<file path="src/rtl/excp_ctrl_pkg.sv">
// Shared types and constants for the exception/return sequencer.
package excp_ctrl_pkg;

  localparam int unsigned ADDR_W      = 32;
  localparam int unsigned DRAIN_W     = 4;
  localparam int unsigned COUNT_W_DEF = 16;

  // Sequencer states: normal issue, pipeline drain, fetch redirect handshake.
  typedef enum logic [1:0] {
    ST_RUN   = 2'd0,
    ST_DRAIN = 2'd1,
    ST_REDIR = 2'd2
  } state_e;

  // Flush masks, bit order {MEM, EXE, DEC}.
  localparam logic [2:0] FLUSH_NONE     = 3'b000;
  localparam logic [2:0] FLUSH_ALL      = 3'b111;
  localparam logic [2:0] FLUSH_EXE_UP   = 3'b011;
  localparam logic [2:0] FLUSH_DEC_ONLY = 3'b001;

  localparam logic [ADDR_W-1:0] DFAULT_VECTOR_DEF = 32'h0000_BEEF;

endpackage

</file>
<file path="src/rtl/excp_ctrl.sv">
// Exception / ERET sequencer: flushes the pipeline, then redirects fetch to
// the handler vector, the double-fault vector or the saved EPC.
module excp_ctrl
  import excp_ctrl_pkg::*;
#(
  parameter int unsigned       FLUSH_CYCLES  = 2,
  parameter logic [ADDR_W-1:0] DFAULT_VECTOR = DFAULT_VECTOR_DEF,
  parameter int unsigned       COUNT_W       = COUNT_W_DEF
) (
  input  logic                clk,
  input  logic                reset,
  input  logic                dec_stage_excp,
  input  logic                exe_stage_excp,
  input  logic                mem_stage_excp,
  input  logic                eret,
  input  logic [ADDR_W-1:0]   excp_vector,
  input  logic [ADDR_W-1:0]   epc,
  input  logic                redirect_ack,
  output logic                flush_dec,
  output logic                flush_exe,
  output logic                flush_mem,
  output logic                redirect_valid,
  output logic [ADDR_W-1:0]   redirect_addr,
  output logic                exl,
  output logic                dfault,
  output logic                bad_eret,
  output logic [COUNT_W-1:0]  excp_count
);

  state_e               state_q, state_d;
  logic [DRAIN_W-1:0]   drain_q, drain_d;
  logic [ADDR_W-1:0]    target_q, target_d;
  logic                 exl_q, exl_d;
  logic                 dfault_q, dfault_d;
  logic                 valid_q, valid_d;
  logic [COUNT_W-1:0]   count_q, count_d;
  logic [2:0]           flush;
  logic                 any_excp;

  assign any_excp = dec_stage_excp | exe_stage_excp | mem_stage_excp;

  // State and datapath registers; reset aborts any sequence in flight.
  always_ff @(posedge clk or negedge reset) begin
    if (!reset) begin
      state_q  <= ST_RUN;
      drain_q  <= '0;
      target_q <= '0;
      exl_q    <= 1'b0;
      dfault_q <= 1'b0;
      valid_q  <= 1'b0;
      count_q  <= '0;
    end else begin
      state_q  <= state_d;
      drain_q  <= drain_d;
      target_q <= target_d;
      exl_q    <= exl_d;
      dfault_q <= dfault_d;
      valid_q  <= valid_d;
      count_q  <= count_d;
    end
  end

  // Next-state, flush decode and bad-ERET detection.
  always_comb begin
    state_d  = state_q;
    drain_d  = drain_q;
    target_d = target_q;
    exl_d    = exl_q;
    dfault_d = dfault_q;
    valid_d  = valid_q;
    count_d  = count_q;
    flush    = FLUSH_NONE;
    bad_eret = 1'b0;

    case (state_q)
      ST_RUN: begin
        if (any_excp) begin
          // Exception beats a simultaneous ERET; squash offender and younger.
          if (mem_stage_excp)      flush = FLUSH_ALL;
          else if (exe_stage_excp) flush = FLUSH_EXE_UP;
          else                     flush = FLUSH_DEC_ONLY;
          if (exl_q) begin
            target_d = DFAULT_VECTOR;
            dfault_d = 1'b1;
          end else begin
            target_d = excp_vector;
          end
          exl_d   = 1'b1;
          count_d = (count_q == '1) ? count_q : count_q + COUNT_W'(1);
          drain_d = DRAIN_W'(FLUSH_CYCLES);
          state_d = ST_DRAIN;
        end else if (eret) begin
          if (exl_q) begin
            // ERET sits in MEM and retires; only younger stages are squashed.
            flush    = FLUSH_EXE_UP;
            target_d = epc;
            exl_d    = 1'b0;
            drain_d  = DRAIN_W'(FLUSH_CYCLES);
            state_d  = ST_DRAIN;
          end else begin
            bad_eret = 1'b1;
          end
        end
      end

      ST_DRAIN: begin
        flush   = FLUSH_ALL;
        drain_d = drain_q - DRAIN_W'(1);
        if (drain_q <= DRAIN_W'(1)) begin
          state_d = ST_REDIR;
          valid_d = 1'b1;
        end
      end

      ST_REDIR: begin
        flush = FLUSH_ALL;
        if (redirect_ack) begin
          valid_d = 1'b0;
          state_d = ST_RUN;
        end
      end

      default: begin
        state_d = ST_RUN;
        valid_d = 1'b0;
      end
    endcase
  end

  assign flush_mem      = flush[2];
  assign flush_exe      = flush[1];
  assign flush_dec      = flush[0];
  assign redirect_valid = valid_q;
  assign redirect_addr  = target_q;
  assign exl            = exl_q;
  assign dfault         = dfault_q;
  assign excp_count     = count_q;

endmodule
</file>
<file path="config.mk">
export PLATFORM = sky130hd
export DESIGN_NAME = excp_ctrl
export DESIGN_NICKNAME = d
export VERILOG_FILES = /design/src/rtl/excp_ctrl_pkg.sv /design/src/rtl/excp_ctrl.sv
export SDC_FILE = /design/constraint.sdc
export NUM_CORES = 1
export LEC_CHECK = 0
export ABC_AREA = 1
export BUFFER_PORTS_ARGS = -buffer_cell sky130_fd_sc_hd__buf_2
export CORE_UTILIZATION = 50
export CTS_CLUSTER_DIAMETER = 120
export DETAILED_ROUTE_END_ITERATION = 6
export HOLD_SLACK_MARGIN = 0.05
export PLACE_DENSITY = 0.82
export SLEW_MARGIN = 10
export SYNTH_ARGS = -nofsm -noshare
export SYNTH_HDL_FRONTEND = slang
export SYNTH_SLANG_ARGS = --single-unit
</file>
<file path="constraint.sdc">
create_clock -name clk -period 2.3 [get_ports clk]
set_clock_uncertainty 0.1 [all_clocks]
set_input_delay 0.23 -clock clk [delete_from_list [all_inputs] [get_ports clk]]
set_output_delay 0.23 -clock clk [all_outputs]
set_load 0.01 [all_outputs]
</file>
==> results.md <==
* Setup repair bufs after CTS at 0
* Routed via count at 3363
* Synth Area in Compound Gates at 0.0719
* Mux share of post-synthesis cell area at 0
* DRC violations left at 0
* Post-route standard cell area excluding fillers at between 4000 and 5000 µm²
* Num rows at 29
* Detail-routed via count per cell at 4.95
* Leading post-synthesis cells by cell area: dfrtp_1, nand2_1, o21ai_0
* Yosys synthesis warning count at 0
* Growth of design area from synthesis to finish at 26.6%
* Parity-gate share of the synthesized area counting xor and xnor cells at 0.0237
* Number of placed instances with taps included at 663
* Power per cell area at 1160 nW/µm²
* H-Tree Level Count at 3
* Cell-by-cell trace of the critical path: inv_2 > o21ai_1 > nand2_1 > a21oi_1 > buf_2
* Top flip-flop cell by instance count after synthesis: dfrtp_1
* Final total power at about 4.9 mW
* Share of final-layout standard cells stronger than drive strength 1 at 0.267
* Required time of the critical path at 1970 ps
* Post-synthesis cell type with the largest combined area: dfrtp_1
* Arrival time of data at the critical path endpoint at 1760 ps
* Hold path cells at 5
* Status: complete, no violations
* Number of fillers in the final layout at 562
* Seq cells post-synth at 57
* Worst min path class: input pin to flip-flop
* Die Span X at 83.6 µm
* Endpoint kind of the worst setup timing path: output port
* Placer's final routability congestion estimate at 0.827
* Total setup violations reported at the end of the flow at 0
* Sum of negative setup slack at 0 ps
* Launch point of the worst path: exl$_DFFE_PN0P_
* Synthesized-area fraction occupied by adder cells at 0.0301
* Antenna violations before repair at 0
* Bufs and invs on worst path at 2
* Number of cells on the worst reg-to-reg path at 8
* Type of origin of the critical path: flip-flop
* Kind of cell adding the most delay to the critical path: flip-flops
* Number of pins with negative max-slew slack in the final report at 0
* Largest net degree at the start of global routing at 65
* I/O Pins at roughly 130
* Routed wirelength normalized by instance count at about 12 µm
* Maximum ir drop on the vdd rail at 0.000745 V
* Setup repair after global routing missed its margin: no
* Sequential share of the synthesized area at 0.429
* Insertion delay to the later sink of the worst-skew pair at 340 ps
* Final Hold Fails at 0
* Top-count cell post-synth: nand2_1
* CTS clk-pin slew, worst paths at 70 ps
* Total congestion overflow after global routing at 0
* Total wirelength of the detailed-routed design at 8.35 mm
* Count of maximum capacitance violations at 0
* Global-route wire length before repair at roughly 14 mm
* CP Depth at 5
* Library cell contributing the largest single delay on the critical path: dfrtp_2
* Share of the core filled with cells at 0.659
* Synthesized-area fraction occupied by and/or/nand/nor cells at 0.380
* TritonCTS clock tree: built
* Vias in the first global route at 3037
* Start point of the worst min-delay path: epc[23]
* Die ar. at 6980 µm²
* Synth unique cells at 25
* Dominant combinational cell family by area after synthesis: simple AND/OR/NAND/NOR gates
* List of most frequent post-synthesis cells: nand2_1, dfrtp_1, nor2_1
* Antenna cell count at 0
* Std-Cell Core Area at 6390 µm²
* Start of the worst register-to-register path: state_q[0]$_DFFE_PN0P_
* Cts bufs inserted at 9
* Non-filler cells, final at 680
* Critical Setup Path Class: flip-flop to output port
* Slowest stage delay, CP at 540 ps
* Netlist Area Pre-Place at 3330 µm²
* Maximum fanout encountered on the critical timing path at 22
* Rel. slew slack at 0.519
* Overall Global Routing Usage at 0.251
* Overall die height at 83.6 µm
* Top-area cell type share of the netlist area at 0.429
* Syn Area/Cell at 6.97 µm²
* Placed instance area at 3960 µm²
* Slew @ Worst Pin at ~720 ps
* Remaining number of nets flagged by the antenna check after routing at 0
* Maximum root-to-sink buffer count at 2
* Maximum clock rate at 480 MHz
* Initial core utilization at 0.521
* First-iteration detailed-routing DRC count at 285
* Slack of the worst reg-to-reg path at 310 ps
* Cell count after synthesis at 477
* Post-layout nets at a little under 700
* Time the final worst path needs with I/O delays and setup at about 2100 ps
* Post-synthesis async set-or-reset flop share at 1.00
* Period Utilization, post-route at 0.907
* Router iterations before antenna repair at 4
* Cell chosen for the clock root: clkbuf_8
* Number of sinks driven by the clock tree at 57
* Detailed-placement wirelength estimate at 6.00 mm
* Total nets after synthesis at between 500 and 600
* Number of synthesized flops with an enable pin at 0
* Static power due to leakage at 2.36 nW
* Number of buffers inserted by port buffering at about 130
-- worst paths after layout --
kind	end
max in group asynchronous	exl$_DFFE_PN0P_
worst min register to register	redirect_addr[25]$_DFFE_PN0P_
worst min-delay path	redirect_addr[23]$_DFFE_PN0P_
worst max-delay path	flush_dec
min in group asynchronous	redirect_addr[12]$_DFFE_PN0P_
worst max register to register	excp_count[8]$_DFFE_PN0P_
-- repair_timing --
action,4_1_cts,5_1_grt
endpoints found under the setup margin,1,0
endpoints found under the hold margin,57,0
hold buffers,1,0
gates resized for setup,1,0
-- worst register-to-register path, stage by stage, from the launching register on --
cell     delay (ps)
dfrtp_1         420
inv_1           110
ha_1            350
inv_2            90
nor2_2          210
inv_2           100
nor2_4          360
nand2_1         120
nand2_1          80
-- routing by layer --
layer / share of wire / wire (µm) / GRT usage / vias up
met5: 0 / 0 / 0 / -
met4: 0.019 / 155 / 0.105 / 0
met3: 0.055 / 460 / 0.0475 / 14
met2: 0.49 / 4100 / 0.423 / 102
met1: 0.44 / 3640 / 0.316 / 1516
li1: - / - / - / 1731
-- kinds of logic (layout without fill, tap and decap cells) --
family,count (synthesis),after routing
AOI/OAI and AO/OA,45,45
xor gates and xnor gates,9,9
adders and majority gates,8,8
buffers and inverters,44,170
DFF,57,57
and+or+nand+nor,314,314
-- where the power goes --
| group | switching (mW) | leakage, nW | total, mW | internal [mW] |
|---|---|---|---|---|
| clock | 0.408 | 0.126 | 1.15 | 0.743 |
| combinational | 1.35 | 1.51 | 2.11 | 0.764 |
| sequential | 0.277 | 0.726 | 1.63 | 1.35 |
-- final cells by class --
| type | count | area (µm²) | share of cell area |
|---|---|---|---|
| repair buffers | 130 | 666 | 0.158 |
| multi-input cells | 376 | 1690 | 0.400 |
| inverters | 24 | 91.3 | 0.0217 |
| flip-flops and latches | 57 | 1430 | 0.339 |
| clock inverters | 6 | 105 | 0.0250 |
| well taps | 77 | 96.3 | 0.0229 |
| clock buffers | 10 | 138 | 0.0327 |
-- stage by stage --
stage	setup WS [ps]	hold slack (ps)
2_1_floorplan	615	-166
3_3_place_gp	321	312
3_5_place_dp	208	314
4_1_cts	193	83.8
5_1_grt	84.6	107
6_report	215	93.3
-- state kept, by name, summed over array words and instances (netlist names) --
signal          flops
dfault              1
drain_q             4
excp_count         16
exl                 1
redirect_addr      32
redirect_valid      1
state_q             2
-- cells in the final DEF (no fill, tap or decap), types with 2 or more instances in the layout --
cell type	n
nand2_1	249
buf_2	125
dfrtp_1	56
nor2_1	35
o21ai_0	31
inv_1	18
nand3_1	15
clkbuf_8	10
o21ai_1	9
ha_1	8
nand4_1	7
inv_2	5
xor2_1	5
clkinv_2	4
xnor2_1	4
buf_4	4
a21oi_1	3
nor2_4	3
bufinv_16	3
nor2_2	2
Note: power is estimated with default switching activity, not from simulation.
